File: src/rtl/dst_track_pipe.sv
// Destination tracker: carries dst tag / write-enable / result from ID through EX, MEM, WB,
// exposes forwarding tags and data, and handles load-use stalls, memory freezes and flushes.
module dst_track_pipe #(
  parameter int DATA_W  = 16,
  parameter int ADDR_W  = 4,
  parameter int R0_ZERO = 1,
  parameter int CNT_W   = 16
) (
  input  logic              clk,
  input  logic              rst,
  input  logic              id_valid,
  input  logic [ADDR_W-1:0] id_dst_addr,
  input  logic              id_we,
  input  logic              id_is_load,
  input  logic [ADDR_W-1:0] id_p0_addr,
  input  logic [ADDR_W-1:0] id_p1_addr,
  input  logic              id_p0_used,
  input  logic              id_p1_used,
  input  logic [DATA_W-1:0] ex_result,
  input  logic [DATA_W-1:0] mem_rdata,
  input  logic              mem_ready,
  input  logic              flush,
  output logic [ADDR_W-1:0] dst_addr_EX,
  output logic              we_ex,
  output logic [DATA_W-1:0] dst_ex,
  output logic [ADDR_W-1:0] dst_addr_MEM,
  output logic              we_mem,
  output logic [DATA_W-1:0] dst_mem,
  output logic [ADDR_W-1:0] wb_addr,
  output logic              wb_we,
  output logic [DATA_W-1:0] wb_data,
  output logic              stall_id,
  output logic [CNT_W-1:0]  load_use_cnt,
  output logic [CNT_W-1:0]  mem_wait_cnt
);

  logic              ex_valid, ex_we, ex_load;
  logic [ADDR_W-1:0] ex_dst;
  logic              mem_valid, mem_we, mem_load;
  logic [ADDR_W-1:0] mem_dst;
  logic [DATA_W-1:0] mem_alu_data;
  logic              flush_pending;

  logic wr_ex, wr_mem, freeze, src_hit, load_use, lu_stall, kill_id;

  // A write to r0 is never effective when R0_ZERO is set, so it must not be forwarded or retired.
  assign wr_ex  = ex_valid & ex_we & ~((R0_ZERO != 0) & (ex_dst == '0));
  assign wr_mem = mem_valid & mem_we & ~((R0_ZERO != 0) & (mem_dst == '0));

  assign freeze   = mem_valid & mem_load & ~mem_ready;
  assign src_hit  = (id_p0_used & (id_p0_addr == ex_dst)) | (id_p1_used & (id_p1_addr == ex_dst));
  assign load_use = id_valid & ~freeze & wr_ex & ex_load & src_hit;
  assign lu_stall = load_use & ~flush & ~flush_pending;
  assign kill_id  = flush | flush_pending | load_use;

  assign stall_id     = freeze | lu_stall;
  assign dst_addr_EX  = ex_dst;
  assign we_ex        = wr_ex & ~ex_load;
  assign dst_ex       = ex_result;
  assign dst_addr_MEM = mem_dst;
  assign dst_mem      = mem_load ? mem_rdata : mem_alu_data;
  assign we_mem       = wr_mem & (~mem_load | mem_ready);

  always_ff @(posedge clk) begin
    if (rst) begin
      ex_valid      <= 1'b0;
      ex_we         <= 1'b0;
      ex_load       <= 1'b0;
      ex_dst        <= '0;
      mem_valid     <= 1'b0;
      mem_we        <= 1'b0;
      mem_load      <= 1'b0;
      mem_dst       <= '0;
      mem_alu_data  <= '0;
      wb_we         <= 1'b0;
      wb_addr       <= '0;
      wb_data       <= '0;
      flush_pending <= 1'b0;
      load_use_cnt  <= '0;
      mem_wait_cnt  <= '0;
    end else if (freeze) begin
      // EX and MEM hold; a flush seen now is remembered until the release cycle.
      wb_we         <= 1'b0;
      flush_pending <= flush_pending | flush;
      if (mem_wait_cnt != '1) mem_wait_cnt <= mem_wait_cnt + CNT_W'(1);
    end else begin
      wb_we        <= wr_mem;
      wb_addr      <= mem_dst;
      wb_data      <= dst_mem;
      mem_valid    <= ex_valid;
      mem_we       <= ex_we;
      mem_load     <= ex_load;
      mem_dst      <= ex_dst;
      mem_alu_data <= ex_result;
      if (kill_id) begin
        ex_valid <= 1'b0;
        ex_we    <= 1'b0;
        ex_load  <= 1'b0;
        ex_dst   <= '0;
      end else begin
        ex_valid <= id_valid;
        ex_we    <= id_we;
        ex_load  <= id_is_load;
        ex_dst   <= id_dst_addr;
      end
      flush_pending <= 1'b0;
      if (lu_stall && load_use_cnt != '1) load_use_cnt <= load_use_cnt + CNT_W'(1);
    end
  end

endmodule

File: config.mk
export PLATFORM = sky130hd
export DESIGN_NAME = dst_track_pipe
export DESIGN_NICKNAME = d
export VERILOG_FILES = /design/src/rtl/dst_track_pipe.sv
export SDC_FILE = /design/constraint.sdc
export NUM_CORES = 1
export LEC_CHECK = 0
export BUFFER_PORTS_ARGS = -buffer_cell sky130_fd_sc_hd__buf_2
export CAP_MARGIN = 20
export CELL_PAD_IN_SITES_DETAIL_PLACEMENT = 0
export CELL_PAD_IN_SITES_GLOBAL_PLACEMENT = 2
export CORE_MARGIN = 5
export CORE_UTILIZATION = 29
export DETAILED_ROUTE_END_ITERATION = 8
export GPL_TIMING_DRIVEN = 1
export HOLD_SLACK_MARGIN = 0.12
export PLACE_DENSITY = 0.92
export RECOVER_POWER = 100
export SYNTH_ARGS = -nofsm -noshare
export SYNTH_HDL_FRONTEND = slang
export SYNTH_SLANG_ARGS = --single-unit
File: constraint.sdc
create_clock -name clk -period 4.8 [get_ports clk]
set_input_delay 0.48 -clock clk [delete_from_list [all_inputs] [get_ports clk]]
set_output_delay 0.48 -clock clk [all_outputs]
set_load 0.05 [all_outputs]
; Yosys cells after proc, flatten, opt, wreduce, memory -nomap -nowiden
; Index checks and enable logic that the tools add are counted.
[totals]
inputBits = 53
elab_cells = 62
output_inout_bits = 96
ff_bits = 84
[op_classes]
bitwise = 29
mux = 5
reduce_logical = 7
eq_ne = 4
add_sub_neg = 2
[ops]
columns = cell, count
row1 = $add 16x1->16 const B, 2
row2 = $ne 16x16->1 const B, 2
row3 = $and 1x1->1, 16
row4 = $mux 16, 1
row5 = $eq 4x4->1, 2
row6 = $logic_not 4->1, 2
row7 = $not 1->1, 8
row8 = $or 1x1->1, 5
row9 = $mux 4, 1
row10 = $reduce_and 2->1, 2
row11 = $reduce_or 2->1, 2
row12 = $mux 1, 3
row13 = $logic_and 1x1->1, 1

; Longest topological paths before layout
; Gate-level depths: netlist (run 1).
[depth]
ltp_word = 11
ltp_mapped = 7

; Least setup slack after synthesis (run 1)
; Ideal clock, no wire load.
[synth_path]
path_type = register to output
start = register ex_dst[0], in the netlist dst_addr_EX[0]
end = output stall_id
required_ps = 4320
n_path_buf = 2
arrival_ps = 2778
stages_incl_launch_ff = 7
slack_ps = 1542
path_cell_list = dfxtp_1 -> or4_1 -> nand2_1 -> o32a_1 -> buf_2 -> buf_2 -> o21ai_0
[synth_via]
elab_chain_cells = 9
elab_cells_between_ends = 14
[synth_rtl]
columns = item, line_no
row1 = "start, declared", 38  ; logic [ADDR_W-1:0] ex_dst;
row2 = "start signal, assigned", 104  ; ex_dst <= id_dst_addr;
row3 = $logic_not 4->1, 47  ; assign wr_ex = ex_valid & ex_we & ~((R0_ZERO != 0) & (ex_dst == '0));
row4 = $not 1->1, 47
row5 = $and 1x1->1, 47
row6 = $and 1x1->1 (2 in a row), 52  ; assign load_use = id_valid & ~freeze & wr_ex & ex_load & src_hit;
row7 = $and 1x1->1 *, 52
row8 = $and 1x1->1 * (2 in a row), 53  ; assign lu_stall = load_use & ~flush & ~flush_pending;
row9 = $or 1x1->1 *, 56  ; assign stall_id = freeze | lu_stall;
row10 = "end, declared", 32  ; output logic stall_id,
; Every way passes the cells marked *; elsewhere a longest branch is shown, timed or not.

; Final worst setup path (run 1)
[layout_path]
start = register mem_load
end = register load_use_cnt[4]
[layout_via]
elab_chain_cells = 11
[layout_rtl]
columns = item, line_no
row1 = "start, declared", 39  ; logic mem_valid, mem_we, mem_load;
row2 = "start signal, assigned", 92  ; mem_load <= ex_load;
row3 = $and 1x1->1 * (2 in a row), 50  ; assign freeze = mem_valid & mem_load & ~mem_ready;
row4 = $not 1->1 (no source line) *, -
row5 = $and 1x1->1 (4 in a row), 52
row6 = $and 1x1->1 (2 in a row), 53
row7 = $logic_and 1x1->1, 107  ; if (lu_stall && load_use_cnt != '1) load_use_cnt <= load_use_cnt + CNT_W'(1);
row8 = $reduce_and 2->1 (no source line) *, -
row9 = "end signal, assigned", 107
row10 = "end, declared", 33  ; output logic [CNT_W-1:0] load_use_cnt,
; Marked as above.
; A chain may end at the register's enable or synchronous reset.

==> results of run 1 <==
## Yosys cell counts (all sizes together), types with 7 or more instances
library cell / instances
a21oi: 42
or4: 11
xnor2: 8
nand2: 64
xor2: 12
mux2: 18
a22o: 7
nand4: 10
nand3: 14
o21ai: 12
nor3: 22
clkbuf: 18
buf: 24
dfxtp: 84
o31ai: 9
nor2: 62
## power by group
| group | switching, mW | internal (mW) |
|---|---|---|
| logic | 0.142 | 0.0494 |
| registers | 0.0136 | 0.716 |
| clock network | 0.284 | 0.518 |
| total | 0.439 | 1.28 |
## kinds of logic (layout without fill, tap and decap cells)
kind of cell	Yosys count	in the layout	synth area share, %
AND/OR/NAND/NOR	210	210	26.28
flip-flops	84	84	44.09
AO/OA/AOI/OAI	79	79	12.63
buffers and inverters	45	168	6.168
XOR/XNOR	20	20	4.593
multiplexers	19	19	5.577
adder cells (fa/ha/maj)	2	2	0.6561
## routing by layer
metal / wire length, um / track usage (%) / vias to the layer above
met3: 789 / 5.746 / 9
met2: 5182 / 22.46 / 112
li1: - / - / 1835
met4: 138 / 3.804 / 0
met1: 5020 / 16.82 / 1707
met5: 0 / 0 / -
## final timing paths
| check | end | slack [ns] | cells past startpoint | start |
|---|---|---|---|---|
| setup / recovery | load_use_cnt[4] | 1.22 | 6 | mem_load |
| hold reg to reg | mem_alu_data[6] | 0.45 | 2 | mem_alu_data[6] |
| hold / removal | dst_addr_EX[3] | 0.35 | 2 | id_dst_addr[3] |
| setup reg to reg | load_use_cnt[4] | 1.22 | 6 | mem_load |
## state kept, by name, summed over array words and instances (netlist names), 4 cells and up
name and cells:
dst_addr_EX 4, dst_addr_MEM 4, mem_alu_data 16, mem_wait_cnt 16, wb_data 16, load_use_cnt 16
wb_addr 4
## worst max-delay path, cell delays in order, from the launching register on
cell,delay (ns)
sky130_fd_sc_hd__dfxtp_1,0.58
sky130_fd_sc_hd__nand3b_1,0.58
sky130_fd_sc_hd__clkbuf_1,1.25
sky130_fd_sc_hd__nand2_1,0.34
sky130_fd_sc_hd__nor2_1,0.16
sky130_fd_sc_hd__or4b_1,0.45
sky130_fd_sc_hd__a21oi_1,0.15
## through the flow
stage,std cells,power (mW),hold WS [ns]
after CTS,754,1.751,0.3369
final,754,1.722,0.3532
after detailed placement,739,0.9438,0.4455
after global routing,754,1.782,0.3441
after global placement,739,0.9427,0.4364
after floorplan,459,0.8918,0.4294
## final cells by class
type | count | area, um2 | share of cell area [%]
inverters | 3 | 11.26 | 0.2354
repair buffers | 150 | 645.6 | 13.49
well taps | 172 | 215.2 | 4.498
multi-input cells | 330 | 1892 | 39.54
clock inverters | 5 | 100.1 | 2.092
flip-flops and latches | 84 | 1682 | 35.15
clock buffers | 10 | 239.0 | 4.995
==> results.md, run 1 <==
* Cell type contributing the most total cell area after synthesis: sky130_fd_sc_hd__dfxtp_1
* Class of the most critical hold timing path: input pin to flop
* Clk_lat worst skew at 0.34 ns
* Layout Area Growth over Synthesis at 25.46%
* Global-route wire length before repair at 17.78 mm
* Number of synthesized flops with an enable pin at 0
* Die Height at 124.7 um
* Resize count post-CTS at 0
* Setup TNS Final at 0 ns
* Slew of the pin with the lowest slew margin at 1.661 ns
* Weighted congestion reported at the end of routability-driven placement at 0.8216
* Register area share after synthesis at 44.09%
* Final Instance Area at 4785 um2
* Hold Fails Final Rpt at 0
* Largest net degree at the start of global routing at 54
* Clock tree from TritonCTS: done
* Result of the run: complete, but fails checks
* Setup crit end kind: flop
* Number of nets in the synthesized netlist at 514
* Unrepaired setup endpoints after global routing: no
* TritonCTS sink count at 84
* Num rows at 41
* Main flop type after synthesis: sky130_fd_sc_hd__dfxtp_1
* Quantity of I/O buffers inserted on ports at 148
* Yosys warns at 0
* Number of buffers inserted during clock tree synthesis at 9
* Setup Fix Bufs, Post-CTS at 0
* Buffer cell driving the clock tree root: sky130_fd_sc_hd__clkbuf_16
* Drt drc at 0
* Number of H-tree branching levels at 3
* Net count reported at finish at 633
* Vias per inst at 4.858
* Cells taking the most area after synthesis: sky130_fd_sc_hd__dfxtp_1 44%, sky130_fd_sc_hd__nand2_1 6.3%, sky130_fd_sc_hd__nor2_1 6.1%, sky130_fd_sc_hd__a21oi_1 5.5%, sky130_fd_sc_hd__mux2_2 5.0%
* Achievable Freq at 279.5 MHz
* Post-CTS Hold Buffers at 0
* Max Cap Viol at 1
* Share of the synthesized area in the top cell type at 44.09%
* Data arrival time of the critical path at 3.85 ns
* Final cycle utilization of the critical path at 74.53%
* Element type at the critical path start: flop
* Fin crit period at 3.577 ns
* Number of cells produced by synthesis at 459
* Most frequent standard cell in the layout excluding fill and tap cells: sky130_fd_sc_hd__clkbuf_1
* Final antenna diode count at 0
* Mapped cell area at 3814 um2
* All-Layer GR Usage at 13.82%
* Placed Instance Area at 4562 um2
* Dpl hpwl at 7.885 mm
* Max-slew violation count at 38
* Total of fill cells in the finished design at 1392
* Highest ir drop seen on vdd at 0.2116 mV
* Ratio of cells with drive above 1 in the final layout at 15.64%
* End-of-flow core utilization at 37.46%
* Total gr overflow at 0
* Post-synthesis async set-or-reset flop share at 0%
* Number of failing setup endpoints in the final timing report at 0
* Top-Level Pins at 149
* Post-placement setup slack at 1.870 ns
* Initial standard-cell utilization of the core at 29.86%
* Static leakage at 1.826 nW
* Avg Synthesized Cell Area at 8.309 um2
* CORE AREA at 12770 um2
* Final Routed Wirelength at 11.13 mm
* Largest clock skew in the final design at 0.006775 ns
* Clk slew on worst S/H paths at 0.06 ns
* Detailed-route wire length per cell at 14.76 um
* Starting DRT DRC Count at 183
* Width of the chip at 124.7 um
* PD cells at 359.9 nW/um2
* Pre-Repair DR Iteration Count at 4
* Die Outline Area at 15540 um2
* Via count of the first global-routing pass at 3594
* Failing checks: capacitance limit, slew limit
* Maximum net fanout on the critical path at 37
* Leading cell types in the layout, fill and taps excluded: 86 x sky130_fd_sc_hd__clkbuf_1, 84 x sky130_fd_sc_hd__dfxtp_1, 64 x sky130_fd_sc_hd__nand2_1, 63 x sky130_fd_sc_hd__buf_2, 62 x sky130_fd_sc_hd__nor2_1
* Critical Path RT at 5.07 ns
* Slew Limit Headroom at -10.77%
* Setup CP Type: flop to flop
* Post-route worst setup slack at 1.223 ns
* Vias at 3663
* Antenna violations before repair at 0
* Maximum count of clock buffers along a single path at 2
* Post-DRT Antenna Nets at 0
* Total of flip-flops plus latches after synthesis at 84
* Count of distinct cell types in the synthesized netlist at 42
Note: power is estimated with default switching activity, not from simulation.
==> run 2, diff against run 1 <==
CORE_UTILIZATION = 27   (was 29)
PLACE_DENSITY = 0.87   (was 0.92)
clock period = 3.4 ns   (was 4.8 ns; I/O delays follow)
==> results.md, run 2 (same netlist as run 1, synthesis figures left out) <==
* Max-slew violation count at 0 (-100%)
* Worst hold slack after final layout at 0.2194 ns (-0.1337 ns)
* CP max-delay cell: sky130_fd_sc_hd__dfxtp_1
* Critical Path RT at 3.06 ns (-2.01 ns)
* PD cells at 497.1 nW/um2 (+38%)
* Detailed-route wire length per cell at 15.25 um (+3.3%)
* Num rows at 43 (+4.9%)
* Static leakage at 1.816 nW (-0.57%)
* Number of H-tree branching levels at 3 (unchanged)
* Starting DRT DRC Count at 178 (-2.7%)
* Cell family with the largest share of critical-path delay: buffers and inverters
* Post-CTS Hold Buffers at 0 (unchanged)
* Pre-Repair DR Iteration Count at 4 (unchanged)
* Clk_lat worst skew at 0.34 ns (about the same)
* Layout Area Growth over Synthesis at 26.28%
* Maximum count of clock buffers along a single path at 2 (unchanged)
* Number of failing setup endpoints in the final timing report at 0 (unchanged)
* Critical path's most frequent cell: sky130_fd_sc_hd__clkbuf_1
* Largest clock skew in the final design at 0.005452 ns (-0.001322 ns)
* Slew of the pin with the lowest slew margin at 0.9516 ns (-0.7099 ns)
* Clock power frac at 45.6% (-1.0 points)
* Initial standard-cell utilization of the core at 27.47% (-2.4 points)
* Achievable Freq at 348.2 MHz
* Net switching power of the design at 0.6434 mW (+47%)
* Dpl hpwl at 8.683 mm (+10%)
* Hold Fails Final Rpt at 0 (unchanged)
* Setup TNS Final at 0 ns (unchanged)
* Sequential Power Share at 42.9% (+0.6 points)
* Setup crit end kind: primary output
* Result of the run: finished, final reports clean
* Post-DRT Antenna Nets at 0 (unchanged)
* Number of buffers inserted during clock tree synthesis at 9 (unchanged)
* Fraction of power spent switching nets at 26.88% (+1.4 points)
* Antenna violations before repair at 0 (unchanged)
* Weighted congestion reported at the end of routability-driven placement at 0.7798 (-5.1%)
* Highest ir drop seen on vdd at 0.1878 mV (-11%)
* Drt drc at 0 (unchanged)
* Setup Fix Bufs, Post-CTS at 0 (unchanged)
* Unrepaired setup endpoints after global routing: no
* Max Cap Viol at 0 (-1)
* Vias per inst at 4.829 (-0.59%)
* Total gr overflow at 0 (unchanged)
* Most frequent standard cell in the layout excluding fill and tap cells: sky130_fd_sc_hd__clkbuf_1
* Clk slew on worst S/H paths at 0.07 ns (about the same)
* Width of the chip at 128.8 um (+3.3%)
* Maximum net fanout on the critical path at 12 (-68%)
* Buffer and inverter count on the worst path at 3 (+2)
* Net count reported at finish at 638 (+0.79%)
* Element type at the critical path start: flop
* Die Outline Area at 16600 um2 (+6.8%)
* Setup CP Type: flop to primary output
* Leading cell types in the layout, fill and taps excluded: 92 x sky130_fd_sc_hd__clkbuf_1, 84 x sky130_fd_sc_hd__dfxtp_1, 64 x sky130_fd_sc_hd__nand2_1, 62 x sky130_fd_sc_hd__nor2_1, 58 x sky130_fd_sc_hd__buf_2
* Resize count post-CTS at 0 (unchanged)
* Ratio of cells with drive above 1 in the final layout at 16.33% (+0.69 points)
* Final cycle utilization of the critical path at 84.46%
* Slew Limit Headroom at 35.89% (+47 points)
* Data arrival time of the critical path at 2.53 ns (-1.32 ns)
* Cell-by-cell trace of the critical path: clkbuf_1, nand3b_1, clkbuf_1, o21ai_0, clkbuf_2
* Logic gate share of total power at 11.5% (+0.4 points)
* Top-Level Pins at 149 (unchanged)
* Cell Int Power at 1.751 mW (+36%)
* Clock tree from TritonCTS: done
* CORE AREA at 13880 um2 (+8.7%)
* Final antenna diode count at 0 (unchanged)
* Die Height at 128.8 um (+3.3%)
* TritonCTS sink count at 84 (unchanged)
* Vias at 3709 (+1.3%)
* Final Routed Wirelength at 11.71 mm (+5.2%)
* Class of the most critical hold timing path: input pin to flop
* Via count of the first global-routing pass at 3600 (+0.17%)
* Largest net degree at the start of global routing at 44 (-19%)
* Buffer cell driving the clock tree root: sky130_fd_sc_hd__clkbuf_16
* Global-route wire length before repair at 18.41 mm (+3.5%)
* All-Layer GR Usage at 13.81% (about the same)
* Critical Path Max Stage Delay at 0.55 ns (-0.70 ns)
* Fin crit period at 2.872 ns
* Quantity of I/O buffers inserted on ports at 148 (unchanged)
-- run 2: cell count changes in the layout (fill, tap and decap cells not counted), sizes merged --
cell and delta:
inv +2, clkinv -1, clkbuf +8, bufinv -1, buf -3, clkinvlp +1
-- run 2: final timing paths --
path / startpoint / end / slack, ns / cells past startpoint
setup reg to reg: dst_addr_EX[0] / load_use_cnt[8] / 0.91 / 6
hold / removal: id_dst_addr[0] / dst_addr_EX[0] / 0.22 / 2
setup / recovery: mem_load / stall_id / 0.53 / 5
hold reg to reg: wb_addr[1] / wb_addr[1] / 0.45 / 2
-- run 2: power by group through the flow --
| stage | Clock (mW) | Combinational, mW | Sequential (mW) |
|---|---|---|---|
| 2_1_floorplan | 0 | 0.168 | 1.09 |
| 3_3_place_gp | 0 | 0.286 | 1.05 |
| 3_5_place_dp | 0 | 0.286 | 1.05 |
| 4_1_cts | 1.12 | 0.287 | 1.03 |
| 5_1_grt | 1.16 | 0.294 | 1.03 |
| 6_report | 1.09 | 0.274 | 1.03 |
-- run 2: layout make-up --
type                    instances  area [um2]
clock buffers                  10       239.0
flip-flops and latches         84        1682
repair buffers                155       668.1
well taps                     180       225.2
fillers                      1526        9065
multi-input cells             330        1897
inverters                       3       11.26
clock inverters                 6       93.84
-- run 2: worst reg2reg max path, stage by stage (launching register included) --
cell	delay (ns)
sky130_fd_sc_hd__dfxtp_1	0.38
sky130_fd_sc_hd__or4_1	0.60
sky130_fd_sc_hd__nand4_1	0.15
sky130_fd_sc_hd__o32a_1	0.57
sky130_fd_sc_hd__clkbuf_1	0.42
sky130_fd_sc_hd__or4_1	0.19
sky130_fd_sc_hd__a21oi_1	0.07
-- run 2: layer usage --
layer  share of wire [%]  global-route usage, %  up-vias
met4                 1.8                  5.559        0
li1                    -                      -     1846
met5                   0                      0        -
met3                 7.0                  3.944       14
met1                  45                  17.52     1737
met2                  47                  22.10      112
-- run 2: through the flow --
| step | cells | worst slack (ns) | power (mW) | util, % | instance area (um2) |
|---|---|---|---|---|---|
| detailed placement | 752 | 0.9800 | 1.336 | 33.21 | 4609 |
| CTS | 768 | 0.5990 | 2.440 | 35.60 | 4942 |
| global route | 768 | 0.3011 | 2.488 | 34.69 | 4816 |
| finish | 768 | 0.5284 | 2.394 | 34.69 | 4816 |
| floorplan | 459 | 0.2818 | 1.259 | - | 3814 |
| global placement | 752 | 1.049 | 1.335 | 33.21 | 4609 |
